==> config.mk <==
export PLATFORM = sky130hd
export DESIGN_NAME = imem_loader
export DESIGN_NICKNAME = d
export VERILOG_FILES = /design/src/rtl/imem_loader_pkg.sv /design/src/rtl/byte_packer.sv /design/src/rtl/imem_loader.sv
export SDC_FILE = /design/constraint.sdc
export NUM_CORES = 1
export LEC_CHECK = 0
export BUFFER_PORTS_ARGS = -buffer_cell sky130_fd_sc_hd__buf_2
export CAP_MARGIN = 20
export CORE_AREA = 5 5 87 169
export DETAILED_ROUTE_END_ITERATION = 16
export DIE_AREA = 0 0 92 174
export PLACE_DENSITY = 0.71
export SYNTH_ARGS = -nofsm -noshare
export SYNTH_HDL_FRONTEND = slang
export SYNTH_SLANG_ARGS = --single-unit
==> constraint.sdc <==
create_clock -name i_clock -period 1.7 [get_ports i_clock]
set_input_delay 0.17 -clock i_clock [delete_from_list [all_inputs] [get_ports i_clock]]
set_output_delay 0.17 -clock i_clock [all_outputs]
set_load 0.005 [all_outputs]
==> src/rtl/imem_loader_pkg.sv <==
// Shared loader state encoding and sizing defaults for the instruction-memory loader.
package imem_loader_pkg;

  localparam int LOADER_MAX_WORDS  = 1024;
  localparam int LOADER_ADDR_WIDTH = 30;

  typedef enum logic [2:0] {
    ST_IDLE  = 3'd0,
    ST_HDR   = 3'd1,
    ST_DATA  = 3'd2,
    ST_WRITE = 3'd3,
    ST_CSUM  = 3'd4,
    ST_DONE  = 3'd5,
    ST_ERR   = 3'd6
  } loader_state_e;

  // Only the three byte-consuming states accept stream bytes.
  function automatic logic byte_ready_for(input loader_state_e s);
    return (s == ST_HDR) || (s == ST_DATA) || (s == ST_CSUM);
  endfunction

endpackage

==> src/rtl/byte_packer.sv <==
// Big-endian 4-byte word assembler; o_word_valid pulses combinationally with the 4th byte,
// o_word then carries the full word including the byte being accepted.
module byte_packer (
  input  logic        i_clock,
  input  logic        i_reset,
  input  logic        i_clear,
  input  logic [7:0]  i_byte,
  input  logic        i_valid,
  output logic [31:0] o_word,
  output logic        o_word_valid
);

  logic [23:0] r_shift;
  logic [1:0]  r_cnt;

  always_ff @(posedge i_clock or negedge i_reset) begin
    if (!i_reset) begin
      r_shift <= '0;
      r_cnt   <= '0;
    end else if (i_clear) begin
      r_shift <= '0;
      r_cnt   <= '0;
    end else if (i_valid) begin
      r_shift <= {r_shift[15:0], i_byte};
      r_cnt   <= r_cnt + 2'd1;
    end
  end

  assign o_word       = {r_shift, i_byte};
  assign o_word_valid = i_valid && (r_cnt == 2'd3);

endmodule

==> src/rtl/imem_loader.sv <==
// Streams header/words/checksum into instruction memory at word addresses from 0 and
// releases the CPU from reset only after a load whose XOR checksum matches.
module imem_loader
  import imem_loader_pkg::*;
#(
  parameter int ADDR_WIDTH = LOADER_ADDR_WIDTH,
  parameter int MAX_WORDS  = LOADER_MAX_WORDS
) (
  input  logic                  i_clock,
  input  logic                  i_reset,
  input  logic                  i_start,
  input  logic [7:0]            i_byte_in,
  input  logic                  i_byte_valid,
  output logic                  o_byte_ready,
  output logic [ADDR_WIDTH-1:0] o_wr_addr,
  output logic [31:0]           o_wr_data,
  output logic                  o_wr_enable,
  output logic                  o_cpu_reset,
  output logic                  o_done,
  output logic                  o_error
);

  localparam int IDX_W = $clog2(MAX_WORDS + 1);

  loader_state_e         r_state;
  logic [IDX_W-1:0]      r_n;
  logic [IDX_W-1:0]      r_idx;
  logic [31:0]           r_xor;
  logic [31:0]           r_wr_data;
  logic [ADDR_WIDTH-1:0] r_wr_addr;
  logic                  r_wr_en;
  logic                  r_cpu_reset;
  logic                  r_done;
  logic                  r_error;

  logic                  w_byte_ready;
  logic                  w_xfer;
  logic                  w_start_ok;
  logic [31:0]           w_word;
  logic                  w_word_vld;

  assign w_byte_ready = byte_ready_for(r_state);
  assign w_xfer       = i_byte_valid && w_byte_ready;
  assign w_start_ok   = i_start &&
                        (r_state == ST_IDLE || r_state == ST_DONE || r_state == ST_ERR);

  byte_packer u_packer (
    .i_clock      (i_clock),
    .i_reset      (i_reset),
    .i_clear      (w_start_ok),
    .i_byte       (i_byte_in),
    .i_valid      (w_xfer),
    .o_word       (w_word),
    .o_word_valid (w_word_vld)
  );

  always_ff @(posedge i_clock or negedge i_reset) begin
    if (!i_reset) begin
      r_state     <= ST_IDLE;
      r_n         <= '0;
      r_idx       <= '0;
      r_xor       <= '0;
      r_wr_data   <= '0;
      r_wr_addr   <= '0;
      r_wr_en     <= 1'b0;
      r_cpu_reset <= 1'b1;
      r_done      <= 1'b0;
      r_error     <= 1'b0;
    end else begin
      r_wr_en <= 1'b0;
      case (r_state)
        ST_IDLE, ST_DONE, ST_ERR: begin
          if (i_start) begin
            r_state     <= ST_HDR;
            r_idx       <= '0;
            r_xor       <= '0;
            r_done      <= 1'b0;
            r_error     <= 1'b0;
            r_cpu_reset <= 1'b1;
          end
        end
        ST_HDR: begin
          // Range check uses the full 32-bit header before truncating to the index width.
          if (w_word_vld) begin
            if (w_word > 32'(MAX_WORDS)) begin
              r_state <= ST_ERR;
              r_error <= 1'b1;
            end else begin
              r_n     <= w_word[IDX_W-1:0];
              r_state <= (w_word == 32'd0) ? ST_CSUM : ST_DATA;
            end
          end
        end
        ST_DATA: begin
          if (w_word_vld) begin
            r_state   <= ST_WRITE;
            r_wr_en   <= 1'b1;
            r_wr_addr <= ADDR_WIDTH'(r_idx);
            r_wr_data <= w_word;
          end
        end
        ST_WRITE: begin
          r_xor   <= r_xor ^ r_wr_data;
          r_idx   <= r_idx + IDX_W'(1);
          r_state <= (r_idx + IDX_W'(1) == r_n) ? ST_CSUM : ST_DATA;
        end
        ST_CSUM: begin
          if (w_word_vld) begin
            if (w_word == r_xor) begin
              r_state     <= ST_DONE;
              r_done      <= 1'b1;
              r_cpu_reset <= 1'b0;
            end else begin
              r_state <= ST_ERR;
              r_error <= 1'b1;
            end
          end
        end
        default: r_state <= ST_IDLE;
      endcase
    end
  end

  assign o_byte_ready = w_byte_ready;
  assign o_wr_addr    = r_wr_addr;
  assign o_wr_data    = r_wr_data;
  assign o_wr_enable  = r_wr_en;
  assign o_cpu_reset  = r_cpu_reset;
  assign o_done       = r_done;
  assign o_error      = r_error;

endmodule

==> summary.md, run 1 <==
| Metric | Value |
|---|---|
| Status | complete, but fails checks |
| Failing checks | negative setup slack |
| # H-tree levels | 4 |
| Worst hold path class | primary input to register |
| Switching share of power | 0.359 |
| Placed Area | 0.00743 mm² |
| Max Slew Vio Count | 0 |
| Cell depth of the worst hold path | 2 |
| Maximum clock rate | 509 MHz |
| Kind of critical path | register to register |
| Setup crit end kind | register |
| Vias | 4988 |
| Ys Warns | 0 |
| Number of synthesized flops with an enable pin | 0 |
| Leak | 4.42 nW |
| Finished Cell Area | 0.00848 mm² |
| CP max stage delay | 0.47 ns |
| First-pass GRT wire length | 28200 µm |
| GPL Wtd Cong | 0.873 |
| Area leader, netlist | dfrtp_1 |
| Die Wd | 92 µm |
| Flop pwr share | 0.340 |
| Slew headroom | 0.656 |
| DR iter-0 viols | 263 |
| Vias in the first global route | 5382 |
| Switching power | 0.00462 W |
| Ports | 79 |
| Nets | 730 |
| Clock period minus final worst setup slack | 1.97 ns |
| Final worst slack | -0.266 ns |
| Clock Tree Buf Depth | 2 |
| Die area | 0.0160 mm² |
| Final setup fails | 32 |
| Clk pin slew, worst setup/hold paths | 0.06 ns |
| Worst Tran Pin Value | 0.514 ns |
| Synth area leaders | dfrtp_1 50%, xor2_1 9.3%, mux2_2 7.7%, buf_4 3.6%, a22o_1 3.4% |
| Crit path max fanout | 4 |
| Area of the mapped netlist | 0.00640 mm² |
| DRC errors left | 0 |
| Max IR drop VDD | 0.987 mV |
| CTS tree | built |
| TritonCTS Buffers | 17 |
| Num Clock Sinks | 130 |
| Worst-case clock skew | 0.0108 ns |
| Yosys top cell area share | 0.504 |
| Input/output buffers | 59 |
| Drt first pass iters | 4 |
| Gr ovfl total | 0 |
| Worst slack, placed | -0.328 ns |
| Largest net degree at the start of global routing | 85 |
| Total track usage | 0.229 |
| Register bit total from synthesis | 130 |
| Initial Utilization | 0.479 |
| Std-Cell Rows | 60 |
| Multi-input logic area | 0.00307 mm² |
| Worst Reg-to-Reg Cells | 7 |
| Worst EP required | 2.05 ns |
| Worst-Skew Late Latency | 0.42 ns |
| Synth Flop Type | dfrtp_1 |
| Gate Count Post-Synth | 552 |
| Vias per cell | 5.64 |
| CP Launch Type | register |
| Worst path arrival time | 2.31 ns |
| Gate power share | 0.379 |
| Clk network pwr share | 0.281 |
| Total core area | 0.0134 mm² |
| Drt wl/cell | 21.0 µm |
| Final period util | 1.16 |
| Fillers | 997 |
| Post-synthesis sequential area ratio | 0.508 |
| Setup TNS | -3.18 ns |
| Asr flop ratio synth | 1.00 |
| FF/Latch Area | 0.00327 mm² |
| Post-route ant nets | 0 |
| Int Pwr | 0.00826 W |
| CP max stage cell | dfrtp_2 |
| Post-Route WL | 18600 µm |
| Antenna violations before repair | 0 |
| CTS root buf | clkbuf_16 |
| Max cap viols | 0 |
| RSZ-0062 raised after global routing | yes |
| Ant diodes | 0 |
| Pwr per Cell Area | 1520 mW/mm² |
| Yosys cell types | 62 |
| Synthesized area per cell | 11.6 µm² |
| CP cell instances | nor4_1, nand3_1, buf_4, mux2i_1, nor3_1, o41ai_1, a21o_1 |
| Height of the die | 174 µm |
| Share of cells above drive strength 1 | 0.440 |
| Detailed placer's ending HPWL | 12400 µm |
| Final Hold Violating Endpoints | 0 |
| Area delta synth->final | 32.5% |
[area by class of cell]
| cell class | count | share of cell area |
|---|---|---|
| clock buffers | 17 | 0.0501 |
| clock inverters | 15 | 0.0186 |
| flip-flops and latches | 130 | 0.385 |
| repair buffers | 173 | 0.158 |
| multi-input cells | 388 | 0.362 |
| well taps | 155 | 0.0229 |
| inverters | 6 | 0.00265 |
[state kept, by name (all words and copies together) (netlist names), 2 cells and up]
| register | cells |
|---|---|
| r_idx | 11 |
| o_wr_data | 32 |
| r_state | 3 |
| o_wr_addr | 11 |
| u_packer.r_shift | 24 |
| r_xor | 32 |
| u_packer.r_cnt | 2 |
| r_n | 11 |
[power by group through the flow]
| stage | registers, W | logic, W | clock network (W) |
|---|---|---|---|
| after CTS | 0.00433 | 0.00436 | 0.00365 |
| after global placement | 0.00431 | 0.00383 | 0 |
| after global routing | 0.00443 | 0.00516 | 0.00381 |
| after detailed placement | 0.00432 | 0.00392 | 0 |
| final | 0.00439 | 0.00488 | 0.00362 |
| after floorplan | 0.00420 | 0.00223 | 0 |
[cells by family after synthesis]
family	synth area share
AO/OA/AOI/OAI	0.0850
XOR/XNOR	0.107
adder cells (fa/ha/maj)	0.00391
buffers and inverters	0.0608
flip-flops	0.508
multiplexers	0.104
other	0.000585
AND/OR/NAND/NOR	0.131
[metrics by stage]
| stage | total power [W] | hold slack, ns | cells | utilization |
|---|---|---|---|---|
| after floorplan | 0.00643 | -0.126 | 570 | - |
| after global placement | 0.00813 | 0.177 | 833 | 0.556 |
| after detailed placement | 0.00824 | 0.185 | 833 | 0.556 |
| after CTS | 0.0123 | 0.0872 | 872 | 0.615 |
| after global routing | 0.0134 | 0.0929 | 884 | 0.635 |
| final | 0.0129 | 0.0884 | 884 | 0.635 |
[path summary, 6_finish.rpt]
check | startpoint | to | slack, ns
min in group asynchronous | i_reset | o_wr_data[10] | 0.28
worst max register to register | u_packer.r_shift[1] | r_state[2] | -0.27
worst max-delay path | u_packer.r_shift[1] | r_state[2] | -0.27
worst min-delay path | i_byte_in[2] | o_wr_data[2] | 0.09
worst min register to register | o_cpu_reset | o_cpu_reset | 0.48
max in group asynchronous | i_reset | u_packer.r_shift[7] | 0.96
[synthesized netlist by cell type (all sizes together) (2+ instances only)]
master and count:
nor3 7, nand3 11, nand4 6, dfrtp 129, inv 6, a21oi 6
o21ai 19, nor4 17, nor2 48, xor2 68, xnor2 10, o22ai 2
and2 3, nand2 49, mux2 55, nor2b 4, a21o 2, nand2b 2
a22o 25, buf 47, o31ai 4, and3 2, ha 2, and4 3
o211ai 3
[routing by layer]
layer  vias up  part of all wire  global-route usage
li1       2217                 -                   -
met1      2490              0.34               0.236
met2       202              0.55               0.411
met3        79             0.038              0.0390
met4         0             0.077               0.163
met5         -                 0                   0
[layout by cell type, fill, tap and decap left out, drive strengths merged, types with 3 or more instances in the layout]
master / count
clkinvlp: 4
xor2: 68
nand3: 11
nor4: 17
dfrtp: 129
clkinv: 6
o21ai: 19
nand4: 6
conb: 19
and4: 3
a22o: 25
a21oi: 6
buf: 170
clkbuf: 19
nand2: 49
nor2b: 4
and2: 3
inv: 9
nor2: 50
nor3: 7
xnor2: 10
o211ai: 3
mux2: 55
o31ai: 4
[critical path, delay by kind of cell (launching register included)]
kind,cells,cell delay [ns]
buffers and inverters,1,0.20
AOI/OAI and AO/OA,2,0.53
and+or+nand+nor,3,0.55
muxes,1,0.15
DFF,1,0.47
[repair_timing]
action                                  in CTS  in global routing
hold buffers                                 1                  0
buffers inserted                             5                 10
pin swaps                                   17                 22
endpoints found under the hold margin      129                  0
gates resized for setup                     34                 29
cloned                                       1                  4
endpoints found under the setup margin     106                118
Note: power is estimated with default switching activity, not from simulation.
==> inputs of run 2 (changes only) <==
--- a/config.mk
+++ b/config.mk
@@ -7,10 +7,10 @@
 export LEC_CHECK = 0
 export BUFFER_PORTS_ARGS = -buffer_cell sky130_fd_sc_hd__buf_2
 export CAP_MARGIN = 20
-export CORE_AREA = 5 5 87 169
+export CORE_AREA = 5 5 133 110
 export DETAILED_ROUTE_END_ITERATION = 16
-export DIE_AREA = 0 0 92 174
-export PLACE_DENSITY = 0.71
+export DIE_AREA = 0 0 138 115
+export PLACE_DENSITY = 0.72
 export SYNTH_ARGS = -nofsm -noshare
 export SYNTH_HDL_FRONTEND = slang
 export SYNTH_SLANG_ARGS = --single-unit
==> constraint.sdc (replaced) <==
create_clock -name i_clock -period 1.7 [get_ports i_clock]
set_input_delay 0.17 -clock i_clock [delete_from_list [all_inputs] [get_ports i_clock]]
set_output_delay 0.17 -clock i_clock [all_outputs]
set_load 0.02 [all_outputs]
==> summary.md, run 2 (synthesis gave the netlist of run 1 again) <==
| Metric | Value |
|---|---|
| Status | complete, but fails checks |
| Failing checks | negative setup slack |
| Antenna violations before repair | 0 |
| DP Cell Count | 853 |
| Commonest non-fill, non-tap cell in the layout | dfrtp_1 |
| Final period util | 1.09 |
| Worst EP required | 2.00 ns |
| CP max stage cell | dfrtp_1 |
| Input/output buffers | 59 |
| Post-Route WL | 17200 µm |
| Total core area | 0.0132 mm² |
| Ports | 79 |
| Drt first pass iters | 5 |
| Die area | 0.0159 mm² |
| Kind of critical path | register to register |
| Die Wd | 138 µm |
| CTS root buf | clkbuf_16 |
| Leak | 4.39 nW |
| Drt wl/cell | 19.1 µm |
| DR iter-0 viols | 466 |
| Ant diodes | 0 |
| Worst hold path class | primary input to register |
| Max Slew Vio Count | 0 |
| Flop-to-flop setup slack | -0.16 ns |
| Largest net degree at the start of global routing | 57 |
| CP Launch Type | register |
| CP max stage delay | 0.46 ns |
| RSZ-0062 raised after global routing | yes |
| Worst-case clock skew | 0.00697 ns |
| Worst-Skew Late Latency | 0.43 ns |
| Clock Tree Buf Depth | 2 |
| Final worst slack | -0.161 ns |
| Vias | 4960 |
| Maximum clock rate | 537 MHz |
| Post-route ant nets | 0 |
| Gr ovfl total | 0 |
| TritonCTS Buffers | 17 |
| Setup crit end kind | register |
| Placed Area | 0.00741 mm² |
| Vias in the first global route | 4939 |
| GPL Wtd Cong | 0.880 |
| Std-Cell Rows | 38 |
| Worst Reg-to-Reg Cells | 7 |
| Area delta synth->final | 32.9% |
| Initial Utilization | 0.485 |
| Finished Cell Area | 0.00851 mm² |
| Final Hold Violating Endpoints | 0 |
| Final cell count without fillers | 904 |
| Clock period minus final worst setup slack | 1.86 ns |
| Total track usage | 0.215 |
| Most frequent cells in the layout | 120 x dfrtp_1, 94 x buf_4, 64 x xor2_1 |
| Height of the die | 115 µm |
| Clk pin slew, worst setup/hold paths | 0.06 ns |
| Detailed placer's ending HPWL | 11200 µm |
| CP cell instances | nor4_2, nand3_1, buf_4, nor4_2, o21ai_0, nand3_1, o211ai_1 |
| Final setup fails | 18 |
| Num Clock Sinks | 130 |
| CTS tree | built |
| Max IR drop VDD | 1.08 mV |
| Fillers | 998 |
| Share of cells above drive strength 1 | 0.430 |
| Worst path arrival time | 2.16 ns |
| Pwr per Cell Area | 1520 mW/mm² |
| DRC errors left | 0 |
| Cell depth of the worst hold path | 2 |
| First-pass GRT wire length | 26800 µm |
| Max cap viols | 0 |
| Vias per cell | 5.49 |
| Crit path max fanout | 4 |
| Nets | 725 |
| Tot Pwr | 0.0130 W |
| # H-tree levels | 4 |
==> run 2: changes by cell type in the layout (fill, tap and decap cells not counted), moves of 4 or more <==
cell	before	now
dfrtp_1	116	120
xor2_1	68	64
dfrtp_2	13	9
nor4_1	9	3
==> run 2: worst max-delay path: cells and delay by family (launching register included) <==
family	cells	cell delay, ns
buffers and inverters	1	0.18
DFF	1	0.46
AOI/OAI and AO/OA	2	0.22
and+or+nand+nor	4	0.87
==> run 2: path summary, 6_finish.rpt <==
check | from | endpoint
worst max-delay path | u_packer.r_shift[12] | r_state[1]
worst min-delay path | i_byte_in[1] | r_n[1]
worst max register to register | u_packer.r_shift[12] | r_state[1]
worst min register to register | o_cpu_reset | o_cpu_reset
max in group asynchronous | i_reset | o_cpu_reset
min in group asynchronous | i_reset | o_wr_data[11]
==> run 2: final cells by class <==
| class | count | area [µm²] | area share |
|---|---|---|---|
| Clock buffer | 22 | 464 | 0.0546 |
| Clock inverter | 10 | 133 | 0.0156 |
| Inverter | 6 | 22.5 | 0.00265 |
| Multi-Input combinational cell | 387 | 3120 | 0.366 |
| Sequential cell | 130 | 3270 | 0.384 |
| Tap cell | 180 | 225 | 0.0265 |
| Timing Repair Buffer | 169 | 1280 | 0.151 |
==> run 2: repair_timing <==
| item | CTS | global route |
|---|---|---|
| setup endpoints to repair | 43 | 114 |
| setup buffers | 7 | 7 |
| pin swaps | 9 | 17 |
| endpoints found under the hold margin | 26 | 0 |
| gates resized for setup | 26 | 36 |
| cloned | 1 | 3 |
| hold buffers | 1 | 0 |
==> run 2: per-layer routing <==
metal | wire [µm] | global-route usage
met4 | 366 | 0.0698
met1 | 7860 | 0.303
met3 | 1230 | 0.0586
met5 | 0 | 0
met2 | 7770 | 0.327
==> run 2: per-stage QoR <==
step / setup TNS [ns] / util / setup slack, ns / hold WS [ns]
2_1_floorplan: -0.0145 / - / -0.0145 / -0.126
3_3_place_gp: -3.64 / 0.561 / -0.354 / 0.125
3_5_place_dp: -3.91 / 0.561 / -0.326 / 0.127
4_1_cts: -1.40 / 0.622 / -0.139 / 0.0633
5_1_grt: -5.89 / 0.644 / -0.263 / 0.0678
6_report: -1.84 / 0.644 / -0.161 / 0.0772
==> run 2: where the power goes <==
| group | internal, W | switching [W] |
|---|---|---|
| clock network | 0.00237 | 0.00133 |
| registers | 0.00368 | 0.000703 |
| logic | 0.00232 | 0.00257 |
==> inputs of run 3 (changes only) <==
--- a/config.mk
+++ b/config.mk
@@ -7,10 +7,11 @@
 export LEC_CHECK = 0
 export BUFFER_PORTS_ARGS = -buffer_cell sky130_fd_sc_hd__buf_2
 export CAP_MARGIN = 20
-export CORE_AREA = 5 5 133 110
+export CORE_AREA = 5 5 120 122
 export DETAILED_ROUTE_END_ITERATION = 16
-export DIE_AREA = 0 0 138 115
+export DIE_AREA = 0 0 125 127
 export PLACE_DENSITY = 0.72
+export SLEW_MARGIN = 30
 export SYNTH_ARGS = -nofsm -noshare
 export SYNTH_HDL_FRONTEND = slang
 export SYNTH_SLANG_ARGS = --single-unit
==> summary.md, run 3 (synthesis gave the netlist of run 1 again) <==
| Metric | Value |
|---|---|
| Status | complete, but fails checks |
| Failing checks | negative setup slack |
| Critical R2R Launch | u_packer.r_shift[7] |
| Share of cells above drive strength 1 | 0.430 |
| Final Hold Violating Endpoints | 0 |
| Vias | 4955 |
| Die Wd | 125 µm |
| # H-tree levels | 4 |
| CTS root buf | clkbuf_16 |
| Worst-Skew Late Latency | 0.42 ns |
| Min-delay src | i_byte_in[6] |
| Leak | 4.50 nW |
| Total track usage | 0.209 |
| Worst EP required | 2.06 ns |
| Area delta synth->final | 34.9% |
| Die area | 0.0159 mm² |
| Detailed placer's ending HPWL | 11300 µm |
| Wire length on met3 | 947 µm |
| Clock period minus final worst setup slack | 1.85 ns |
| Hold Crit Endpoint | o_wr_data[6] |
| Clk pin slew, worst setup/hold paths | 0.06 ns |
| Pwr per Cell Area | 1550 mW/mm² |
| Maximum clock rate | 541 MHz |
| Final period util | 1.09 |
| Initial Utilization | 0.489 |
| Total core area | 0.0131 mm² |
| Final design utilization | 0.660 |
| Vias in the first global route | 4980 |
| Gr ovfl total | 0 |
| Crit path from | u_packer.r_shift[7] |
| Input/output buffers | 59 |
| Max IR drop VDD | 1.00 mV |
| Highest metal used | met4 |
| DR WL met2 | 8510 µm |
| Fillers | 943 |
| RSZ-0062 raised after global routing | yes |
| Num Clock Sinks | 130 |
| Multi-input logic area | 0.00303 mm² |
| Drt wl/cell | 18.8 µm |
| Max Slew Vio Count | 0 |
| Kind of critical path | register to register |
| Max cap viols | 0 |
| Final worst slack | -0.149 ns |
| GPL Wtd Cong | 0.891 |
| Ports | 79 |
| Post-route ant nets | 0 |
| TritonCTS Buffers | 17 |
| Worst-case clock skew | 0.00721 ns |
| CTS tree | built |
| FF/Latch Area | 0.00326 mm² |
| Crit path max fanout | 3 |
| Antenna violations before repair | 0 |
| Nets | 738 |
| Cell depth of the worst hold path | 2 |
| Placed Area | 0.00749 mm² |
| Setup crit end kind | register |
| First-pass GRT wire length | 26400 µm |
| Worst path arrival time | 2.21 ns |
| Worst hold path class | primary input to register |
| Vias per cell | 5.43 |
| Height of the die | 127 µm |
| Flop-to-flop setup slack | -0.15 ns |
| DP Cell Count | 858 |
| Drt first pass iters | 6 |
| Clock Tree Buf Depth | 2 |
| Ant diodes | 0 |
| Final cell count without fillers | 913 |
| CP Launch Type | register |
| Finished Cell Area | 0.00864 mm² |
| Worst Reg-to-Reg Cells | 7 |
| Post-Route WL | 17100 µm |
| M1 wire length | 7140 µm |
| Worst R2R End | o_done |
| Hold Worst Slack | 0.0706 ns |
| Commonest non-fill, non-tap cell in the layout | dfrtp_1 |
| Largest net degree at the start of global routing | 53 |
| Most frequent cells in the layout | 122 x dfrtp_1, 105 x buf_4, 68 x xor2_1 |
| Std-Cell Rows | 42 |
| Final setup fails | 17 |
| DRC errors left | 0 |
| DR iter-0 viols | 316 |
run 3: cell count changes in the layout (fill, tap and decap cells not counted), sizes merged:
cell    previous run  this run
clkbuf            24        21
bufinv             3         6
buf              166       178
inv                6         7
run 3: worst max path at each step:
| stage | to | slack, ns | depth (start not counted) |
|---|---|---|---|
| after CTS | o_done | -0.09 | 7 |
| after detailed placement | o_done | -0.21 | 7 |
| after global routing | r_n[7] | -0.24 | 6 |
| after global placement | o_done | -0.17 | 7 |
| final | o_done | -0.15 | 7 |
| after floorplan | r_state[1] | -0.01 | 7 |
run 3: metal layers:
| layer | track usage | vias to the layer above |
|---|---|---|
| li1 | - | 2236 |
| met1 | 0.266 | 2481 |
| met2 | 0.347 | 193 |
| met3 | 0.0488 | 45 |
| met4 | 0.0835 | 0 |
| met5 | 0 | - |
run 3: final cells by class:
type,count,share of cell area
flip-flops and latches,130,0.378
multi-input cells,387,0.351
repair buffers,182,0.166
well taps,176,0.0255
inverters,6,0.00261
clock inverters,14,0.0272
clock buffers,18,0.0497
run 3: power breakdown:
part | internal [W] | switching, W | total (W)
combinational | 0.00238 | 0.00253 | 0.00491
sequential | 0.00368 | 0.000633 | 0.00431
clock | 0.00275 | 0.00138 | 0.00413
total | 0.00880 | 0.00455 | 0.0134
run 3: through the flow:
step                      power [W]  TNS [ns]  setup WS [ns]
after global routing         0.0139     -4.35         -0.239
final                        0.0134     -1.99         -0.149
after global placement      0.00836     -2.39         -0.170
after detailed placement    0.00847     -3.55         -0.214
after floorplan             0.00669   -0.0145        -0.0145
after CTS                    0.0129     -1.19        -0.0944
run 3: timing repair:
| action | in CTS | in global routing |
|---|---|---|
| hold endpoints to repair | 98 | 0 |
| hold buffers | 1 | 0 |
| setup buffers | 10 | 8 |
| pin swaps | 16 | 9 |
| endpoints found under the setup margin | 45 | 119 |
| gates cloned | 1 | 3 |
| gates resized for setup | 27 | 25 |
run 3: worst max-delay path: stages (launching register included):
cell	delay (ns)
dfrtp_1	0.42
buf_4	0.16
xor2_1	0.13
nor4_1	0.30
nand4_1	0.23
nor2_2	0.19
and4_1	0.23
o21ba_2	0.13
